File: config.mk
export PLATFORM = sky130hd
export DESIGN_NAME = mem_arbiter
export DESIGN_NICKNAME = d
export VERILOG_FILES = /design/src/rtl/luna_pkg.sv /design/src/rtl/mem_timeout_ctr.sv /design/src/rtl/mem_arbiter.sv
export SDC_FILE = /design/constraint.sdc
export NUM_CORES = 1
export LEC_CHECK = 0
export ABC_AREA = 1
export CORE_AREA = 2 2 97 108
export DETAILED_ROUTE_END_ITERATION = 7
export DIE_AREA = 0 0 99 110
export PLACE_DENSITY = 0.61
export SLEW_MARGIN = 0
export SYNTH_ARGS = -nofsm -noshare
export SYNTH_HDL_FRONTEND = slang
export SYNTH_SLANG_ARGS = --single-unit
File: constraint.sdc
create_clock -name clk -period 3.2 [get_ports clk]
set_input_delay 0.64 -clock clk [delete_from_list [all_inputs] [get_ports clk]]
set_output_delay 0.64 -clock clk [all_outputs]
set_load 0.01 [all_outputs]
File: src/rtl/luna_pkg.sv
// Shared Luna definitions: arbiter FSM encoding and requester IDs.
package luna_pkg;

  typedef enum logic [1:0] {
    IDLE = 2'd0,
    BUSY = 2'd1,
    RESP = 2'd2
  } arb_state_e;

  localparam logic REQ_FETCH = 1'b0;
  localparam logic REQ_DATA  = 1'b1;

  localparam int CTR_W = 8;

endpackage

File: src/rtl/mem_timeout_ctr.sv
// Saturating wait-state counter for the memory arbiter.
// expired_o is high once the count has reached TIMEOUT.
module mem_timeout_ctr
  import luna_pkg::*;
#(
  parameter int TIMEOUT = 15
) (
  input  logic clk,
  input  logic rst,
  input  logic clr_i,
  input  logic en_i,
  output logic expired_o
);

  localparam logic [CTR_W-1:0] LIMIT = CTR_W'(TIMEOUT);

  logic [CTR_W-1:0] cnt_q;
  logic [CTR_W-1:0] cnt_d;

  always_comb begin
    cnt_d = cnt_q;
    if (clr_i) begin
      cnt_d = '0;
    end else if (en_i && (cnt_q != LIMIT)) begin
      cnt_d = cnt_q + 1'b1;
    end
  end

  always_ff @(posedge clk) begin
    if (rst) begin
      cnt_q <= '0;
    end else begin
      cnt_q <= cnt_d;
    end
  end

  assign expired_o = (cnt_q == LIMIT);

endmodule

File: src/rtl/mem_arbiter.sv
// Luna single-port memory arbiter shared by instruction fetch and data.
// Define MEM_ARB_RR_EN for round-robin ties instead of data-over-fetch.
module mem_arbiter
  import luna_pkg::*;
#(
  parameter int ADDR_W  = 16,
  parameter int DATA_W  = 16,
  parameter int TIMEOUT = 15
) (
  input  logic              clk,
  input  logic              rst,
  input  logic              i_req,
  input  logic [ADDR_W-1:0] i_addr,
  output logic              i_ack,
  output logic [DATA_W-1:0] i_rdata,
  input  logic              d_req,
  input  logic              d_we,
  input  logic [ADDR_W-1:0] d_addr,
  input  logic [DATA_W-1:0] d_wdata,
  output logic              d_ack,
  output logic [DATA_W-1:0] d_rdata,
  output logic              err,
  output logic [ADDR_W-1:0] mem_addr,
  output logic [DATA_W-1:0] mem_wdata,
  output logic              mem_re,
  output logic              mem_we,
  input  logic [DATA_W-1:0] mem_rdata,
  input  logic              mem_ready,
  output logic              busy
);

  arb_state_e state_q, state_d;

  logic              win_q, win_d;
  logic              grant;
  logic [ADDR_W-1:0] addr_q, addr_d;
  logic [DATA_W-1:0] wdata_q, wdata_d;
  logic              re_q, re_d;
  logic              we_q, we_d;
  logic              i_ack_q, i_ack_d;
  logic              d_ack_q, d_ack_d;
  logic [DATA_W-1:0] i_rdata_q, i_rdata_d;
  logic [DATA_W-1:0] d_rdata_q, d_rdata_d;
  logic              err_q, err_d;

  logic ctr_clr;
  logic ctr_en;
  logic expired;

`ifdef MEM_ARB_RR_EN
  logic last_q, last_d;

  // On a tie the requester not granted last goes first.
  always_comb begin
    grant = d_req ? REQ_DATA : REQ_FETCH;
    if (i_req && d_req) begin
      grant = ~last_q;
    end
  end

  always_comb begin
    last_d = last_q;
    if ((state_q == IDLE) && (i_req || d_req)) begin
      last_d = grant;
    end
  end

  always_ff @(posedge clk) begin
    if (rst) begin
      last_q <= REQ_DATA;
    end else begin
      last_q <= last_d;
    end
  end
`else
  assign grant = d_req ? REQ_DATA : REQ_FETCH;
`endif

  assign ctr_clr = (state_q != BUSY);
  assign ctr_en  = (state_q == BUSY) && !mem_ready;

  mem_timeout_ctr #(
    .TIMEOUT(TIMEOUT)
  ) u_ctr (
    .clk      (clk),
    .rst      (rst),
    .clr_i    (ctr_clr),
    .en_i     (ctr_en),
    .expired_o(expired)
  );

  always_comb begin
    state_d   = state_q;
    win_d     = win_q;
    addr_d    = addr_q;
    wdata_d   = wdata_q;
    re_d      = re_q;
    we_d      = we_q;
    i_ack_d   = 1'b0;
    d_ack_d   = 1'b0;
    i_rdata_d = '0;
    d_rdata_d = '0;
    err_d     = 1'b0;

    unique case (state_q)
      IDLE: begin
        if (i_req || d_req) begin
          state_d = BUSY;
          win_d   = grant;
          if (grant == REQ_DATA) begin
            addr_d  = d_addr;
            wdata_d = d_wdata;
            we_d    = d_we;
          end else begin
            addr_d  = i_addr;
            wdata_d = '0;
            we_d    = 1'b0;
          end
          re_d = ~we_d;
        end
      end
      BUSY: begin
        // A ready on the expiry edge still completes normally.
        if (mem_ready || expired) begin
          state_d = RESP;
          re_d    = 1'b0;
          we_d    = 1'b0;
          err_d   = ~mem_ready;
          if (win_q == REQ_DATA) begin
            d_ack_d = 1'b1;
            if (mem_ready && re_q) begin
              d_rdata_d = mem_rdata;
            end
          end else begin
            i_ack_d = 1'b1;
            if (mem_ready) begin
              i_rdata_d = mem_rdata;
            end
          end
        end
      end
      RESP: begin
        state_d = IDLE;
      end
      default: begin
        state_d = IDLE;
      end
    endcase
  end

  always_ff @(posedge clk) begin
    if (rst) begin
      state_q   <= IDLE;
      win_q     <= REQ_FETCH;
      addr_q    <= '0;
      wdata_q   <= '0;
      re_q      <= 1'b0;
      we_q      <= 1'b0;
      i_ack_q   <= 1'b0;
      d_ack_q   <= 1'b0;
      i_rdata_q <= '0;
      d_rdata_q <= '0;
      err_q     <= 1'b0;
    end else begin
      state_q   <= state_d;
      win_q     <= win_d;
      addr_q    <= addr_d;
      wdata_q   <= wdata_d;
      re_q      <= re_d;
      we_q      <= we_d;
      i_ack_q   <= i_ack_d;
      d_ack_q   <= d_ack_d;
      i_rdata_q <= i_rdata_d;
      d_rdata_q <= d_rdata_d;
      err_q     <= err_d;
    end
  end

  assign i_ack     = i_ack_q;
  assign d_ack     = d_ack_q;
  assign i_rdata   = i_rdata_q;
  assign d_rdata   = d_rdata_q;
  assign err       = err_q;
  assign mem_addr  = addr_q;
  assign mem_wdata = wdata_q;
  assign mem_re    = re_q;
  assign mem_we    = we_q;
  assign busy      = (state_q != IDLE);

endmodule

==> flow_summary.ini <==
[synth]
syn_nets = 407
ys_seq_area_share_pct = 55.6
synth_area_sq_um = 2880
postSynthRegisterBits = 80
yosys_warnings = 0
avgSynthCellArea_sq_um = 8.58
synthCells = 336
synth_cell_type_count = 25

[finish]
nNetsFinal = 547
fin_cells = 601
final_common_cell = clkdlybuf4s50_1
drive_above_1_share_pct = 6.65
syn2layout_area_growth_pct = 59.8
antenna_cells = 0
layout_common_cells = clkdlybuf4s50_1, dfxtp_1, nand2_1

[die]
core_area_sq_um = 9750
io_pins = 140
die-area_sq_um = 10900
start_util_pct = 29.6
die_y_um = 110
num_rows = 38
chipWidth_um = 99

[grt]
grt_pass1_vias = 2518
use_met3_pct = 6.56
grtUsageMet1_pct = 16.1
grt_max_degree = 34
grt_antenna_before_repair = 0
grt_pass1_wl_um = 12000
grt_most_used_layer = met2
overflow = 0
grt_use_met2_pct = 22.6
grt_use_total_pct = 14.0

[route]
ant_nets = 0
drtIter0Drc = 73
wl_per_cell_um = 12.5
via_per_inst = 4.38
drc = 0
via_count = 2634
drtPass1Iterations = 4
wl_um = 7490

[critical_path]
critPathLaunchType = flip-flop
critPathRequiredTime_ns = 2.56
critical_path_class = reg2out
cp-end-kind = output pin
critPathMaxFanout = 3
reg2reg_setup_slack_ns = 1.38
cp.arrival_ns = 1.58

[clock_network]
cts_hold_buf = 0
clk_pin_slew_worst_paths_ns = 0.09
numClockSinks = 80
cts_max_path_buffers = 2
tritoncts = yes
cts_root_buf = clkbuf_8
cts_buffers = 9
ctsResizeCount = 0
worstSkewPairLatency_ns = 0.34
cts_setup_buffers = 0
htreeDepth = 3

[power_and_ir_drop]
intPower_mw = 1.70
pwr-share-comb_pct = 15.0
p_switching_mw = 0.559
powerDensity_nw_per_um2 = 490
swShare_pct = 24.7
p_clk_share_pct = 37.9
leakage_nw = 1.89
seqPwrFrac_pct = 47.1
peakVddDrop_uv = 224

[sta]
finalHoldViolCount = 0
period_minus_slack_ns = 2.22
slew_viol_final = 0
worst_pin_slew_ns = 0.785
min_period_over_period_pct = 69.4
rsz0062_at_grt = false
clock.fmax_mhz = 450
maxSlewHeadroom_pct = 47.6
fin_tns_setup_ns = 0
fin_skew_ns = 0.0133
setup_viol = 0

[place]
globalplace.congestion = 0.746
port_buffers = 139
dp.cells = 585
place_hpwl_um = 5650

[flow_run]
drv_cap = 0

[worst_hold_path]
hp-class = reg2reg

[run_status]
status = completed
-- worst max-delay path: stages (launching register included) --
cell and delay, ns:
dfxtp_1 0.35, nor2_1 0.28, inv_1 0.10, clkdlybuf4s50_1 0.51
-- flip-flops by register name, indices dropped and copies added (netlist names) --
name         cells
d_ack            1
i_ack            1
err              1
state_q          2
mem_wdata       16
u_ctr.cnt_q      8
mem_we           1
d_rdata         16
i_rdata         16
win_q            1
mem_re           1
mem_addr        16
-- power by group through the flow --
stage / Sequential [mW] / Combinational, mW / Clock, mW
global placement: 1.09 / 0.338 / 0
floorplan: 1.10 / 0.121 / 0
detailed placement: 1.09 / 0.341 / 0
finish: 1.06 / 0.338 / 0.857
CTS: 1.06 / 0.343 / 0.888
global route: 1.07 / 0.370 / 0.935
-- path summary, 6_finish.rpt --
path | start | end | depth (start not counted)
max | state_q[1]$_SDFFE_PP0P_ | busy | 3
min | mem_wdata[14]$_SDFFE_PP0P_ | mem_wdata[14]$_SDFFE_PP0P_ | 2
min reg2reg | mem_wdata[14]$_SDFFE_PP0P_ | mem_wdata[14]$_SDFFE_PP0P_ | 2
max reg2reg | state_q[1]$_SDFFE_PP0P_ | mem_addr[12]$_SDFFE_PP0P_ | 5
-- per-stage QoR --
stage / hold slack [ns] / setup WS, ns / total power [mW] / area [sq um] / util, %
after floorplan: 0.441 / 1.65 / 1.22 / 2880 / -
after global placement: 0.452 / 1.01 / 1.42 / 4370 / 44.8
after detailed placement: 0.456 / 0.923 / 1.43 / 4370 / 44.8
after CTS: 0.469 / 0.920 / 2.29 / 4610 / 47.3
after global routing: 0.483 / 0.847 / 2.37 / 4610 / 47.3
final: 0.469 / 0.979 / 2.26 / 4610 / 47.3
-- cell type report --
type / instances / area [sq um]
Fill cell: 928 / 5140
Sequential cell: 80 / 1600
Timing Repair Buffer: 142 / 1410
Multi-Input combinational cell: 206 / 1070
Tap cell: 120 / 150
Inverter: 37 / 139
Clock buffer: 10 / 138
Clock inverter: 6 / 97.6
-- synth_stat cells --
master,instances,area (sq um)
a21oi_1,41,205
buf_1,2,7.51
buf_2,6,30.0
buf_4,1,7.51
buf_6,2,22.5
clkbuf_1,2,7.51
clkinv_1,1,3.75
dfxtp_1,80,1600
ha_1,1,12.5
inv_1,33,124
inv_2,3,11.3
mux2i_1,16,160
nand2_1,67,251
nand3_1,4,20.0
nand3_2,1,10.0
nand3_4,2,35.0
nand3b_1,1,7.51
nor2_1,44,165
nor2_2,4,25.0
nor2_4,1,11.3
nor2_8,2,40.0
o21ai_0,17,85.1
o21ai_1,1,5.00
o21bai_1,2,15.0
xor2_1,2,17.5
-- cells by family after synthesis --
family                   after synthesis  share of synthesized area (%)
AO/OA/AOI/OAI                         61                           10.8
XOR/XNOR                               2                          0.608
adder cells (fa/ha/maj)                1                          0.434
buffers and inverters                 50                           7.43
flip-flops                            80                           55.6
multiplexers                          16                           5.56
AND/OR/NAND/NOR                      126                           19.6
-- routing by layer --
layer / wire, um / up-vias
li1: - / 1336
met1: 3190 / 1171
met2: 3360 / 117
met3: 837 / 10
met4: 104 / 0
met5: 0 / -
Power figures use the tool's default switching activity.
